`config.mk`:
```
export PLATFORM = sky130hd
export DESIGN_NAME = reg_read_seq
export DESIGN_NICKNAME = d
export VERILOG_FILES = /design/src/rtl/reg_read_seq_pkg.sv /design/src/rtl/rrs_addr_dec.sv /design/src/rtl/reg_read_seq.sv
export SDC_FILE = /design/constraint.sdc
export NUM_CORES = 1
export LEC_CHECK = 0
export CAP_MARGIN = 20
export CORE_ASPECT_RATIO = 1.25
export CORE_MARGIN = 4
export CORE_UTILIZATION = 42
export CTS_BUF_LIST = sky130_fd_sc_hd__clkbuf_4
export DETAILED_ROUTE_END_ITERATION = 10
export GPL_ROUTABILITY_DRIVEN = 0
export PLACE_DENSITY = 0.84
export SLEW_MARGIN = 0
export SYNTH_ARGS = -nofsm -noshare
export SYNTH_HDL_FRONTEND = slang
export SYNTH_SLANG_ARGS = --single-unit
```
`constraint.sdc`:
```
create_clock -name clk -period 1.5 [get_ports clk]
set_clock_uncertainty 0.1 [all_clocks]
set_input_delay 0.225 -clock clk [delete_from_list [all_inputs] [get_ports clk]]
set_output_delay 0.225 -clock clk [all_outputs]
set_load 0.05 [all_outputs]
```
`src/rtl/reg_read_seq_pkg.sv`:
```
// reg_read_seq_pkg
// Shared definitions for the register read sequencer:
//   - default NREGS / WIDTH / ADDR_W values used by reg_read_seq
//   - state encoding of the read sequence FSM
package reg_read_seq_pkg;

  localparam int RRS_NREGS_DEFAULT  = 8;
  localparam int RRS_WIDTH_DEFAULT  = 8;
  localparam int RRS_ADDR_W_DEFAULT = 3;

  // Read sequence states. INIT clears every cell latch once after reset,
  // ADDR..CLR walk one cell through select / read / latch / sample.
  typedef enum logic [3:0] {
    INIT   = 4'd0,
    IDLE   = 4'd1,
    ADDR   = 4'd2,
    RDEN   = 4'd3,
    LATCH  = 4'd4,
    DROPRD = 4'd5,
    SAMPLE = 4'd6,
    CLR    = 4'd7,
    RESP   = 4'd8
  } rrs_state_e;

endpackage

```
`src/rtl/rrs_addr_dec.sv`:
```
// rrs_addr_dec
// Address to one-hot cell select decoder with out-of-range detect.
// Ports:
//   addr [ADDR_W-1:0] : register index
//   sel  [NREGS-1:0]  : one-hot select, all zero when addr is out of range
//   err               : addr >= NREGS
module rrs_addr_dec #(
  parameter int NREGS  = 8,
  parameter int ADDR_W = 3
) (
  input  logic [ADDR_W-1:0] addr,
  output logic [NREGS-1:0]  sel,
  output logic              err
);

  // Match against each valid index; no match means the address is outside
  // the populated cell range. Done per index so no compare against NREGS is
  // needed when NREGS fills the whole address space.
  always_comb begin
    sel = '0;
    err = 1'b1;
    for (int i = 0; i < NREGS; i++) begin
      if (addr == ADDR_W'(i)) begin
        sel[i] = 1'b1;
        err    = 1'b0;
      end
    end
  end

endmodule

```
`src/rtl/reg_read_seq.sv`:
```
// reg_read_seq
// Sequences a single read of one register cell on a shared tristate
// visibility bus: select the cell, pulse its read enable, latch, drop the
// read, sample the bus, clear the latch, then present the response.
//
// Ports:
//   clk, rst           : clock, asynchronous active-high reset
//   req_valid/req_ready: read request handshake, req_addr = cell index
//   rsp_valid/rsp_ready: response handshake, rsp_data / rsp_err payload
//   rsp_par            : XOR of rsp_data (only when RRS_PARITY_EN is defined)
//   sel                : one-hot cell select (all ones during INIT)
//   rd, rd_latch       : cell read enable / read-latch enable
//   bus_in             : shared visibility bus
//
// Configuration macro: RRS_PARITY_EN adds the rsp_par output.
//
// Handshakes: a transfer happens on a rising clk edge where valid and ready
// are both high. valid, once raised, holds its payload stable until that
// edge; ready never depends combinationally on valid.
//
// Timing: all outputs are registered from the current state, so what is
// visible on the pins during a cycle is the output set of the state held in
// the previous cycle. The FSM state therefore runs one cycle ahead of the
// pins: reset shows all zeros while state is INIT, the next edge shows the
// INIT outputs, and rsp_valid appears seven edges after the accepting edge.
module reg_read_seq
  import reg_read_seq_pkg::*;
#(
  parameter int NREGS  = RRS_NREGS_DEFAULT,
  parameter int WIDTH  = RRS_WIDTH_DEFAULT,
  parameter int ADDR_W = RRS_ADDR_W_DEFAULT
) (
  input  logic              clk,
  input  logic              rst,
  input  logic              req_valid,
  output logic              req_ready,
  input  logic [ADDR_W-1:0] req_addr,
  output logic              rsp_valid,
  input  logic              rsp_ready,
  output logic [WIDTH-1:0]  rsp_data,
  output logic              rsp_err,
`ifdef RRS_PARITY_EN
  output logic              rsp_par,
`endif
  output logic [NREGS-1:0]  sel,
  output logic              rd,
  output logic              rd_latch,
  input  logic [WIDTH-1:0]  bus_in
);

  rrs_state_e        state;
  logic [ADDR_W-1:0] addr_q;
  logic [NREGS-1:0]  dec_sel;
  logic              dec_err;
  logic              accept;
  logic              rsp_fire;

  rrs_addr_dec #(
    .NREGS  (NREGS),
    .ADDR_W (ADDR_W)
  ) u_addr_dec (
    .addr (addr_q),
    .sel  (dec_sel),
    .err  (dec_err)
  );

  assign accept   = (state == IDLE) && req_ready && req_valid;
  assign rsp_fire = rsp_valid && rsp_ready;

  always_ff @(posedge clk or posedge rst) begin
    if (rst) begin
      state     <= INIT;
      addr_q    <= '0;
      req_ready <= 1'b0;
      rsp_valid <= 1'b0;
      rsp_data  <= '0;
      rsp_err   <= 1'b0;
`ifdef RRS_PARITY_EN
      rsp_par   <= 1'b0;
`endif
      sel       <= '0;
      rd        <= 1'b0;
      rd_latch  <= 1'b0;
    end else begin
      // Strobes default low; each state raises what it owns.
      req_ready <= 1'b0;
      rsp_valid <= 1'b0;
      sel       <= '0;
      rd        <= 1'b0;
      rd_latch  <= 1'b0;

      case (state)
        INIT: begin
          // Select every cell with the latch enable so all latches clear.
          sel      <= '1;
          rd_latch <= 1'b1;
          state    <= IDLE;
        end

        IDLE: begin
          // Drop ready on the accepting edge so the pins never show a
          // second ready cycle for the same request.
          req_ready <= !accept;
          if (accept) begin
            addr_q <= req_addr;
            state  <= ADDR;
          end
        end

        ADDR: begin
          sel   <= dec_sel;
          state <= RDEN;
        end

        RDEN: begin
          sel   <= dec_sel;
          rd    <= 1'b1;
          state <= LATCH;
        end

        LATCH: begin
          sel      <= dec_sel;
          rd       <= 1'b1;
          rd_latch <= 1'b1;
          state    <= DROPRD;
        end

        DROPRD: begin
          sel      <= dec_sel;
          rd_latch <= 1'b1;
          state    <= SAMPLE;
        end

        SAMPLE: begin
          sel   <= dec_sel;
          state <= CLR;
        end

        CLR: begin
          sel      <= dec_sel;
          rd_latch <= 1'b1;
          // The pins are showing SAMPLE during this cycle, so bus_in now
          // carries the selected cell's value. Out-of-range reads had no
          // cell selected and return zero.
          rsp_data <= dec_err ? '0 : bus_in;
          rsp_err  <= dec_err;
`ifdef RRS_PARITY_EN
          rsp_par  <= dec_err ? 1'b0 : ^bus_in;
`endif
          state    <= RESP;
        end

        RESP: begin
          // rsp_data / rsp_err are only written in CLR, so they hold
          // throughout the response.
          rsp_valid <= !rsp_fire;
          if (rsp_fire) begin
            state <= IDLE;
          end
        end

        default: begin
          state <= INIT;
        end
      endcase
    end
  end

endmodule

```
==> summary.txt <==
Run status: finished with violations
Failing checks: setup timing
Flip-flop and latch count after synthesis: 28
Total global routing overflow: 0
Vias: 795
Pin count of the biggest net entering global routing: 29
Crit Path Max Fanout: 3
Async S/R FF share, synth: 100.0%
Height of the die: 65.51 um
DRT Pass-1 Iters: 4
Post-place instance area: 1733 um2
Die width: 54.01 um
Final Max Tran Viols: 0
Met2 WL: 1293 um
Most frequent cell after synthesis: dfrtp_1
Pwr Total: 4.327 mW
Max-Cap Viols: 0
Finish-stage setup viols: 3
Fmax achieved: 616.5 MHz
Pwr Density: 2437 nW/um2
Synth warn: 0
Leak: 0.8056 nW
WL/cell: 15.22 um
Bufs on Longest Clock Path: 2
Final Cycle Share: 108.1%
Fraction of layout cells with a size suffix above 1: 39.37%
DRT met1 WL: 906 um
Post-CTS setup buffers: 0
N_diodes: 0
CTS buffer count: 3
Crit path DAT: 1.75 ns
Vias in the first global route: 822
EDFF count, synth: 0
Hold Vio Cnt, Final: 0
Die area: 3538 um2
Maximum VDD drop: 0.001422 V
Yosys top cell area share: 63.06%
Row cnt: 20
Post-route worst hold slack: 0.1512 ns
Final WS setup: -0.1220 ns
HP Class: primary input to asynchronous set/reset pin
Primary FF master, synth: dfrtp_1
Sum Neg Setup Slack: -0.3594 ns
Port Buf Inserts: 35
Post-Route WL: 2435 um
Final Critical Period: 1.622 ns
Worst-Margin Slew: 0.3403 ns
Final instance area: 1775 um2
Setup crit start kind: flip-flop
Htree depth: 1
CTS tree: built
Syn nets: 101
Residual DRC: 0
Clk slew on worst S/H paths: 0.14 ns
Cells after Synth: 86
Synthesized area: 1111 um2
HPWL Detailed: 1899 um
Top cells by area, synth: dfrtp_1, mux2_2, mux2_4, o21ai_0, a21oi_1
PostCTS Resize Cnt: 1
First-pass GRT wire length: 3739 um
Detail Route Antenna Nets: 0
DRT iter0 DRCs: 3
Crit Path Category: flip-flop to flip-flop
Average cell area after synthesis: 12.92 um2
Clk root buf: clkbuf_4
IO Pins: 36
CP required: 1.63 ns
Core area: 2477 um2
Sequential share of the synthesized area: 63.06%
DR WL met3: 154 um
Initial Util: 44.85%
Worst-Skew Late Latency: 0.33 ns
Finished Core Util: 71.67%
Post-synth top cells: dfrtp_1, mux2_2, nand2_1, o21ai_0, a21oi_1
# hold bufs at CTS: 0
Post-synth top area cell: dfrtp_1
Area growth from synthesis to layout: 59.80%
Gr usage total: 14.93%
Crit end category: flip-flop
Max_slew headroom: 77.31%
Vias per inst: 4.969
RSZ-0062 raised after global routing: yes
Uppermost layer routed: met4
Final nets: 143
Initial antenna violation count: 0
Clock sinks: 28
Yosys cell types: 24
[flip-flops by register name (all words and copies together) (netlist names)]
signal / count
rsp_err: 1
sel: 8
req_ready: 1
rd: 1
addr_q: 3
rsp_valid: 1
rsp_data: 8
state: 4
rd_latch: 1
[layer usage]
layer / track usage (%) / vias to the layer above
met3: 1.814 / 7
met4: 9.657 / 0
met1: 16.47 / 382
met5: 0 / -
li1: - / 376
met2: 25.91 / 30
[final timing paths]
kind	startpoint	endpoint	slack [ns]	cells past startpoint
worst max-delay path	state[3]	addr_q[1]	-0.12	3
min in group clk	bus_in[7]	rsp_data[7]	0.39	2
max in group asynchronous	rst	req_ready	0.90	3
worst max register to register	state[3]	addr_q[1]	-0.12	3
worst min register to register	addr_q[2]	addr_q[2]	0.45	1
worst min-delay path	rst	rsp_data[5]	0.15	3
[cell families (layout without fill, tap and decap cells)]
logic type | Yosys count | after routing | synth area share, %
buffers and inverters | 6 | 47 | 2.928
AO/OA/AOI/OAI | 16 | 16 | 7.883
flip-flops | 28 | 28 | 63.06
multiplexers | 11 | 11 | 12.16
AND/OR/NAND/NOR | 25 | 25 | 13.96
[through the flow]
step,setup slack (ns),std cells
2_1_floorplan,-0.1663,86
3_3_place_gp,-0.07869,156
3_5_place_dp,-0.09986,156
4_1_cts,-0.1230,160
5_1_grt,-0.1599,160
6_report,-0.1220,160
[cell usage in the layout (no fill, tap or decap), drive strengths merged, types with 2 or more instances in the layout]
cell           count
dfrtp             28
buf               27
clkdlybuf4s50     14
mux2              11
nand2              7
o21ai              7
a21oi              6
nor2               4
nand2b             3
clkbuf             3
nand3              2
inv                2
or3b               2
o31ai              2
[layout make-up]
type | count | area (um2)
fillers | 150 | 701.9
flip-flops and latches | 28 | 700.7
repair buffers | 41 | 605.6
multi-input cells | 52 | 394.1
well taps | 33 | 41.29
clock buffers | 3 | 22.52
inverters | 2 | 7.507
clock inverters | 1 | 3.754
[where the power goes]
group	internal (mW)	switching, mW
combinational	1.31	1.33
clock	0.0980	0.216
sequential	1.07	0.307
total	2.48	1.85
[worst max-delay path: stages, from the launching register on]
cell     delay [ns]
dfrtp_1        0.40
or4b_4         0.56
nor2_4         0.15
mux2_4         0.31
No activity file was read; power rests on OpenSTA's default activity.
